**src/rtl/uart_tx.sv**
```systemverilog
// 8N1 UART transmitter with a 16x baud tick derived from sys_clk / CLK_DIV.
// Define UART_TX_PARITY_EN to append an even-parity bit after the data bits (8E1).
module uart_tx #(
  parameter int unsigned CLK_DIV = 4
) (
  input  logic       sys_clk,
  input  logic       rst_n,
  input  logic [7:0] tx_data_i,
  input  logic       tx_start,
  output logic       txd,
  output logic       tx_idle,
  output logic       tx_bits_ok,
  output logic       bps_clk_up_16x
);

  localparam logic [2:0] StIdle   = 3'd0;
  localparam logic [2:0] StStart  = 3'd1;
  localparam logic [2:0] StData   = 3'd2;
  localparam logic [2:0] StStop   = 3'd3;
`ifdef UART_TX_PARITY_EN
  localparam logic [2:0] StParity = 3'd4;
`endif

  localparam logic [15:0] DivMax = 16'(CLK_DIV - 1);

  logic [2:0]  state_q, state_d;
  logic [15:0] div_q, div_d;
  logic [3:0]  tick_cnt_q, tick_cnt_d;
  logic [3:0]  bit_cnt_q, bit_cnt_d;
  logic [7:0]  shift_q, shift_d;
  logic        txd_q, txd_d;
  logic        bits_ok_q, bits_ok_d;
  logic        armed_q;
`ifdef UART_TX_PARITY_EN
  logic        parity_q, parity_d;
`endif

  logic tick;
  logic bit_end;

  assign tick    = (state_q != StIdle) && (div_q == DivMax);
  assign bit_end = tick && (tick_cnt_q == 4'd15);

  always_comb begin
    state_d    = state_q;
    div_d      = div_q;
    tick_cnt_d = tick_cnt_q;
    bit_cnt_d  = bit_cnt_q;
    shift_d    = shift_q;
    txd_d      = txd_q;
    bits_ok_d  = 1'b0;
`ifdef UART_TX_PARITY_EN
    parity_d   = parity_q;
`endif

    if (state_q != StIdle) begin
      div_d = (div_q == DivMax) ? 16'd0 : div_q + 16'd1;
      if (tick) begin
        tick_cnt_d = tick_cnt_q + 4'd1;
      end
    end

    case (state_q)
      StIdle: begin
        // armed_q blocks acceptance on the first edge after reset release
        if (tx_start && armed_q) begin
          state_d    = StStart;
          shift_d    = tx_data_i;
          txd_d      = 1'b0;
          div_d      = 16'd0;
          tick_cnt_d = 4'd0;
          bit_cnt_d  = 4'd0;
`ifdef UART_TX_PARITY_EN
          parity_d   = ^tx_data_i;
`endif
        end
      end
      StStart: begin
        if (bit_end) begin
          state_d   = StData;
          txd_d     = shift_q[0];
          bit_cnt_d = 4'd0;
        end
      end
      StData: begin
        if (bit_end) begin
          if (bit_cnt_q == 4'd7) begin
`ifdef UART_TX_PARITY_EN
            state_d = StParity;
            txd_d   = parity_q;
`else
            state_d = StStop;
            txd_d   = 1'b1;
`endif
          end else begin
            bit_cnt_d = bit_cnt_q + 4'd1;
            shift_d   = {1'b0, shift_q[7:1]};
            txd_d     = shift_q[1];
          end
        end
      end
`ifdef UART_TX_PARITY_EN
      StParity: begin
        if (bit_end) begin
          state_d = StStop;
          txd_d   = 1'b1;
        end
      end
`endif
      StStop: begin
        if (bit_end) begin
          state_d    = StIdle;
          txd_d      = 1'b1;
          bits_ok_d  = 1'b1;
          div_d      = 16'd0;
          tick_cnt_d = 4'd0;
        end
      end
      default: begin
        state_d = StIdle;
        txd_d   = 1'b1;
      end
    endcase
  end

  always_ff @(posedge sys_clk or negedge rst_n) begin
    if (!rst_n) begin
      state_q    <= StIdle;
      div_q      <= 16'd0;
      tick_cnt_q <= 4'd0;
      bit_cnt_q  <= 4'd0;
      shift_q    <= 8'd0;
      txd_q      <= 1'b1;
      bits_ok_q  <= 1'b0;
      armed_q    <= 1'b0;
`ifdef UART_TX_PARITY_EN
      parity_q   <= 1'b0;
`endif
    end else begin
      state_q    <= state_d;
      div_q      <= div_d;
      tick_cnt_q <= tick_cnt_d;
      bit_cnt_q  <= bit_cnt_d;
      shift_q    <= shift_d;
      txd_q      <= txd_d;
      bits_ok_q  <= bits_ok_d;
      armed_q    <= 1'b1;
`ifdef UART_TX_PARITY_EN
      parity_q   <= parity_d;
`endif
    end
  end

  assign txd            = txd_q;
  assign tx_idle        = (state_q == StIdle);
  assign tx_bits_ok     = bits_ok_q;
  assign bps_clk_up_16x = tick;

endmodule

```
**config.mk**
```make
export PLATFORM = sky130hd
export DESIGN_NAME = uart_tx
export DESIGN_NICKNAME = d
export VERILOG_FILES = /design/src/rtl/uart_tx.sv
export SDC_FILE = /design/constraint.sdc
export NUM_CORES = 1
export LEC_CHECK = 0
export ABC_CLOCK_PERIOD_IN_PS = 4200
export CAP_MARGIN = 0
export CORE_AREA = 2 2 60 62
export CTS_CLUSTER_DIAMETER = 30
export CTS_CLUSTER_SIZE = 24
export DETAILED_ROUTE_END_ITERATION = 8
export DIE_AREA = 0 0 62 64
export GPL_ROUTABILITY_DRIVEN = 0
export MAX_ROUTING_LAYER = met4
export PLACE_DENSITY_LB_ADDON = 0.12
export SLEW_MARGIN = 20
export SYNTH_ARGS = -nofsm -noshare
export SYNTH_HDL_FRONTEND = slang
export SYNTH_SLANG_ARGS = --single-unit
```
**constraint.sdc**
```tcl
create_clock -name sys_clk -period 4.2 [get_ports sys_clk]
set_input_delay 0.84 -clock sys_clk [delete_from_list [all_inputs] [get_ports sys_clk]]
set_output_delay 0.84 -clock sys_clk [all_outputs]
set_load 0.1 [all_outputs]
```
==> qor.yml, run 1 <==
outcome: "completed"
max_freq_mhz: 296
cp.buffers_inverters: 2
setup_total_negative_slack_ns: 0
worst_ep_arrival_time_ns: 2.54
finalCritPeriodShare: 0.804
holdPathStages: 2
gr-total-overflow: 0
ys_top_cells_by_area: "sky130_fd_sc_hd__dfrtp_1, sky130_fd_sc_hd__nor2_1, sky130_fd_sc_hd__xor2_1, sky130_fd_sc_hd__mux2i_1, sky130_fd_sc_hd__ha_1"
synthesis.area_sq_mm: 0.00200
setup_viol: 0
post-cts-setup-buffers: 0
multi_input_comb_area_sq_um: 992
grt_pass1_vias: 1417
coreArea_sq_mm: 0.00328
numClockSinks: 37
die_y_microns: 64
share_of_the_yosys_chip_area_belonging_to_registers: 0.464
layout_commonest_cell: "sky130_fd_sc_hd__dfrtp_1"
synth.net_count: 217
post_cts_resized: 0
drc: 0
finalNetCount: 232
starting_density_of_the_core: 0.608
netlist.area_leader.share: 0.451
clockRootBuffer: "sky130_fd_sc_hd__clkbuf_4"
finalCriticalPeriod_ns: 3.38
finalMaxSlewViolations: 0
grt_util_all_layers: 0.221
grt_first_pass_wirelength_mm: 6.31
clk-insertion-delay-late_ns: 0.35
antenna_violating_nets_post_route: 0
io-pin-count: 15
diodes: 0
yosys_register_bits: 37
rr_startpoint: "state_q[0]$_DFFE_PN0P_"
register_area_sq_um: 927
pin_count_of_the_biggest_net_entering_global_routing: 38
irDropWorstVdd_mv: 0.318
worst-slew-pin-transition_ns: 0.967
synthesis.instances: 199
worst-path-stages: 3
timing.critical_path.fanout_max: 11
number_of_buffers_created_by_cts: 5
total_power_mw: 0.635
htreeDepth: 2
cts_hold_buf: 0
synth_ff_type: "sky130_fd_sc_hd__dfrtp_1"
post_synth.cell_area_avg_sq_um: 10.0
p_leak_nw: 1.06
slowest_stage: "sky130_fd_sc_hd__clkdlybuf4s50_1"
cts.clk_slew.worst_paths_ns: 0.12
layout_overhead_on_the_synthesized_area_pct: 11.8
timing.hold.worst.start: "txd$_DFFE_PN1P_"
rows: 21
post-route-util: 0.680
tritoncts: "built"
routed_wl_mm: 3.65
dp_worst_setup_slack_ns: 1.22
cts.path.max_buffers: 2
relSlewSlack: 0.354
synth_top_cell_by_area: "sky130_fd_sc_hd__dfrtp_1"
input_output_buffers: 14
route.vias.total: 1457
crit_path_cell_trace: "inv_1, ha_1, clkdlybuf4s50_1"
fin_worst_skew_ns: 0.0183
avgViaCountPerCell: 5.58
edff_count_synth: 0
most-common-layout-cells: "sky130_fd_sc_hd__dfrtp_1, sky130_fd_sc_hd__nor2_1, sky130_fd_sc_hd__nand2_1, sky130_fd_sc_hd__clkdlybuf4s50_1, sky130_fd_sc_hd__a21oi_1"
timing.hold.worst_endpoint: "txd$_DFFE_PN1P_"
filler_cells: 249
setup_slack_ns: 0.824
setup.worst_path.start_class: "register"
worst-r2r-setup-slack_ns: 2.02
delay_contributed_by_the_slowest_stage_of_the_critical_path_ns: 1.21
die_area_sq_mm: 0.00397
max_cap_viol_count: 0
end_kind: "output pin"
timing.rr.end: "bit_cnt_q[0]$_DFFE_PN0P_"
post_route_cells_drive_above_1_share: 0.0837
distinct_cells_synth: 46
synthArstFlopShare: 1.00
dp_hpwl_mm: 2.63
drt-initial-drc-count: 101
wl_per_cell_microns: 14.0
worst-setup-path-type: "reg -> out"
initial_antenna_violation_count: 0
path_delay_family: "buffers and inverters"
die_x_microns: 62
yosys_warnings: 0
dr.pass1.iters: 4
power_density_mw_per_mm2: 284
reg2reg_depth: 5
timing.final.hold_violations: 0
setup_repair_after_global_routing_missed_its_margin: "false"
worstHoldPathType: "reg -> reg"
worst-endpoint-required_ns: 3.36
## report_power, final
part / total (mW) / leakage (nW) / internal, mW / switching [mW]
Combinational: 0.0172 / 0.535 / 0.00894 / 0.00828
Sequential: 0.357 / 0.481 / 0.357 / 0.000395
Clock: 0.261 / 0.0455 / 0.142 / 0.118
## cell families after synthesis
group	count (synthesis)	synth area share
AOI/OAI and AO/OA	32	0.112
xor gates and xnor gates	15	0.0658
adders and majority gates	7	0.0439
buffers and inverters	14	0.0388
DFF	37	0.464
muxes	9	0.0451
other	1	0.00188
and+or+nand+nor	84	0.228
## synthesized netlist by cell type, drive strengths merged (2+ instances only)
library cell	n
dfrtp	36
nor2	27
nand2	14
a21oi	12
xor2	11
mux2i	9
nand3	8
ha	7
inv	7
o21ai	7
and3	6
buf	5
and4	4
nand4	4
nor2b	4
xnor2	4
nor3	3
nor4	3
a211oi	2
a22oi	2
and2	2
clkbuf	2
nor3b	2
o21a	2
or3	2
## tightest hold or removal path, stage by stage, from the launching register on
cell	delay [ns]
sky130_fd_sc_hd__dfstp_2	0.39
sky130_fd_sc_hd__o21ai_0	0.06
sky130_fd_sc_hd__o31ai_1	0.07
## flip-flops by register name, summed over array words and instances (netlist names)
signal and flops:
armed_q 1, div_q 16, tx_bits_ok 1, tick_cnt_q 4, txd 1, bit_cnt_q 4
shift_q 8, state_q 2
## stage by stage
step           hold WS, ns  std cells  area, sq um
2_1_floorplan        0.460        199         2000
3_3_place_gp         0.473        253         2150
3_5_place_dp         0.490        253         2150
4_1_cts              0.508        261         2230
5_1_grt              0.534        261         2230
6_report             0.507        261         2230
## per-layer routing
layer  global-route usage  vias to the layer above  wire [microns]
met1                0.293                      711            1730
li1                     -                      721               -
met2                0.327                       20            1740
met3               0.0668                        5             126
met4               0.0638                        0              49
met5                    -                        -               0
## final cells by class
class                      count  area share
clock buffer                   7      0.0246
timing repair buffer          15      0.0650
inverter                       7      0.0118
tap                           46      0.0258
multi-input combinational    148       0.444
sequential                    37       0.415
clock inverter                 1      0.0134
## worst max-delay path by stage
stage	startpoint	end	slack (ns)
after floorplan	state_q[0]$_DFFE_PN0P_	bps_clk_up_16x	1.17
after global placement	state_q[0]$_DFFE_PN0P_	tx_idle	1.29
after detailed placement	state_q[1]$_DFFE_PN0P_	tx_idle	1.22
after CTS	state_q[0]$_DFFE_PN0P_	tx_idle	0.82
after global routing	state_q[1]$_DFFE_PN0P_	tx_idle	0.71
final	state_q[1]$_DFFE_PN0P_	tx_idle	0.82
Power figures use the tool's default switching activity.
==> run 2, diff against run 1 <==
--- a/config.mk
+++ b/config.mk
@@ -5,13 +5,13 @@
 export SDC_FILE = /design/constraint.sdc
 export NUM_CORES = 1
 export LEC_CHECK = 0
-export ABC_CLOCK_PERIOD_IN_PS = 4200
+export ABC_CLOCK_PERIOD_IN_PS = 2800
 export CAP_MARGIN = 0
-export CORE_AREA = 2 2 60 62
+export CORE_AREA = 2 2 65 67
 export CTS_CLUSTER_DIAMETER = 30
 export CTS_CLUSTER_SIZE = 24
 export DETAILED_ROUTE_END_ITERATION = 8
-export DIE_AREA = 0 0 62 64
+export DIE_AREA = 0 0 67 69
 export GPL_ROUTABILITY_DRIVEN = 0
 export MAX_ROUTING_LAYER = met4
 export PLACE_DENSITY_LB_ADDON = 0.12
==> constraint.sdc (replaced) <==
create_clock -name sys_clk -period 2.8 [get_ports sys_clk]
set_input_delay 0.56 -clock sys_clk [delete_from_list [all_inputs] [get_ports sys_clk]]
set_output_delay 0.56 -clock sys_clk [all_outputs]
set_load 0.1 [all_outputs]
==> run 2 against run 1 <==
Die area up 17%. Final cell count up 1.1%. First-iteration DRC count down 19%. Non-clock buffer count down 1. Clock skew down 0.0058 ns. Design area up 1.2%. Global-route usage down 2.8 points. Sequential power up 50%. Utilization down 10 points. Largest cell class unchanged.
==> qor.yml, run 2 (synthesis gave the netlist of run 1 again) <==
diodes: 0  # unchanged
finalNetCount: 231  # -0.43%
internal-power_mw: 0.813  # +60%
timing.critical_path.fanout_max: 10  # -1
htreeDepth: 2  # unchanged
setup_repair_after_global_routing_missed_its_margin: "false"
gr-total-overflow: 0  # unchanged
fin_worst_skew_ns: 0.0125  # -0.00580 ns
grt_util_all_layers: 0.193  # -0.0280
flip_flop_count_of_the_largest_register_all_copies_and_words_added: 16  # unchanged
worst-endpoint-required_ns: 2.24  # -1.12 ns
clockRootBuffer: "sky130_fd_sc_hd__clkbuf_8"
input_output_buffers: 14  # unchanged
max_cap_viol_count: 0  # unchanged
layout_overhead_on_the_synthesized_area_pct: 13.2
pin_count_of_the_biggest_net_entering_global_routing: 38  # unchanged
finalCritPeriodShare: 0.903
initial_antenna_violation_count: 0  # unchanged
rows: 23  # +9.5%
register_area_sq_um: 927  # unchanged
relSlewSlack: 0.460  # +0.106
dp_hpwl_mm: 2.64  # +0.55%
worst-setup-path-type: "reg -> out"
dr.pass1.iters: 4  # unchanged
setup.worst_path.start_class: "register"
most-common-layout-cells: "sky130_fd_sc_hd__dfrtp_1, sky130_fd_sc_hd__nor2_1, sky130_fd_sc_hd__nand2_1"
swShare: 0.208  # +0.00805
grt_pass1_vias: 1515  # +6.9%
setup_total_negative_slack_ns: 0  # unchanged
post_cts_resized: 0  # unchanged
holdWs_ns: 0.348  # -0.159 ns
die_x_microns: 67  # +8.1%
finalCriticalPeriod_ns: 2.53
registers.top_by_ff_count: "div_q"
die_area_sq_mm: 0.00462  # +17%
wl_per_cell_microns: 14.2  # +1.6%
setup_viol: 0  # unchanged
registers_with_the_most_flip_flops: "div_q x16, shift_q x8"
cts_hold_buf: 0  # unchanged
die_y_microns: 69  # +7.8%
io-pin-count: 15  # unchanged
numClockSinks: 37  # unchanged
clock_power_share: 0.455  # +0.045
route.vias.total: 1432  # -1.7%
cts.path.max_buffers: 2  # unchanged
end_kind: "output pin"
drt-initial-drc-count: 82  # -19%
routed_wl_mm: 3.75  # +2.8%
clk-insertion-delay-late_ns: 0.30  # -0.05 ns
cts.clk_slew.worst_paths_ns: 0.08  # -0.04 ns
tritoncts: "built"
irDropWorstVdd_mv: 0.312  # -2.1%
avgViaCountPerCell: 5.42  # -2.8%
power_density_mw_per_mm2: 454  # +60%
multi_input_comb_area_sq_um: 992  # unchanged
post_route_cells_drive_above_1_share: 0.103  # +0.0191
power.share.combinational: 0.024  # -0.003
outcome: "completed"
coreArea_sq_mm: 0.00391  # +19%
layout_commonest_cell: "sky130_fd_sc_hd__dfrtp_1"
total_switching_power_mw: 0.214  # +68%
worstHoldPathType: "in -> async"
share_seq_of_total_power: 0.521  # -0.041
number_of_buffers_created_by_cts: 5  # unchanged
filler_cells: 359  # +44%
worst_ep_arrival_time_ns: 1.97  # -0.57 ns
post-cts-setup-buffers: 0  # unchanged
p_leak_nw: 1.07  # +1.0%
max_freq_mhz: 396
drc: 0  # unchanged
antenna_violating_nets_post_route: 0  # unchanged
starting_density_of_the_core: 0.510  # -0.0978
finalMaxSlewViolations: 0  # unchanged
grt_first_pass_wirelength_mm: 6.70  # +6.2%
worst-slew-pin-transition_ns: 0.810  # -0.156 ns
timing.final.hold_violations: 0  # unchanged
[run 2: cell count changes in the layout (fill, tap and decap cells not counted), sizes merged]
| cell | change |
|---|---|
| clkdlybuf4s50 | -4 |
| buf | +3 |
| clkinvlp | +1 |
| clkinv | +1 |
| clkbuf | -2 |
[run 2: metrics by stage]
| stage | cells | cell area [sq um] | total power [mW] | setup slack (ns) | util |
|---|---|---|---|---|---|
| after floorplan | 199 | 2000 | 0.547 | 0.0535 | - |
| after global placement | 256 | 2150 | 0.570 | 0.599 | 0.548 |
| after detailed placement | 256 | 2150 | 0.571 | 0.601 | 0.548 |
| after CTS | 264 | 2260 | 1.04 | 0.269 | 0.578 |
| after global routing | 264 | 2260 | 1.07 | 0.0234 | 0.578 |
| final | 264 | 2260 | 1.03 | 0.272 | 0.578 |
[run 2: power by group through the flow]
stage / combinational (mW) / clock, mW / sequential (mW)
final: 0.0241 / 0.467 / 0.535
after global routing: 0.0276 / 0.507 / 0.535
after CTS: 0.0252 / 0.484 / 0.535
after floorplan: 0.000862 / 0 / 0.546
after detailed placement: 0.0252 / 0 / 0.546
after global placement: 0.0247 / 0 / 0.546
[run 2: layout make-up]
cell class / instances / area share
multi-input combinational: 148 / 0.439
inverter: 7 / 0.0116
clock inverter: 3 / 0.0205
sequential: 37 / 0.410
clock buffer: 5 / 0.0304
timing repair buffer: 14 / 0.0609
tap: 50 / 0.0277
[run 2: per-layer routing]
| layer | GRT usage | routed length, microns | vias to the layer above |
|---|---|---|---|
| met5 | - | 0 | - |
| met4 | 0.0884 | 73 | 0 |
| met3 | 0.0359 | 97 | 7 |
| met2 | 0.287 | 1790 | 18 |
| met1 | 0.253 | 1790 | 683 |
| li1 | - | - | 724 |
[run 2: critical path, cell delays in order (launching register included)]
cell and delay (ns):
sky130_fd_sc_hd__dfrtp_1 0.43, sky130_fd_sc_hd__nor4_1 0.30, sky130_fd_sc_hd__and4_1 0.51, sky130_fd_sc_hd__nand2_4 0.12, sky130_fd_sc_hd__inv_1 0.14, sky130_fd_sc_hd__buf_12 0.18
[run 2: final timing paths]
check                           depth (start not counted)                    from  slack [ns]                  endpoint
worst max register to register                          5  state_q[0]$_DFFE_PN0P_        0.68  bit_cnt_q[0]$_DFFE_PN0P_
worst min register to register                          2         txd$_DFFE_PN1P_        0.50           txd$_DFFE_PN1P_
min in group sys_clk                                    2         txd$_DFFE_PN1P_        0.50           txd$_DFFE_PN1P_
max in group asynchronous                               1                   rst_n        1.93        div_q[9]$_DFF_PN0_
worst max-delay path                                    5      div_q[7]$_DFF_PN0_        0.27            bps_clk_up_16x
worst min-delay path                                    1                   rst_n        0.35   tick_cnt_q[0]$_DFF_PN0_
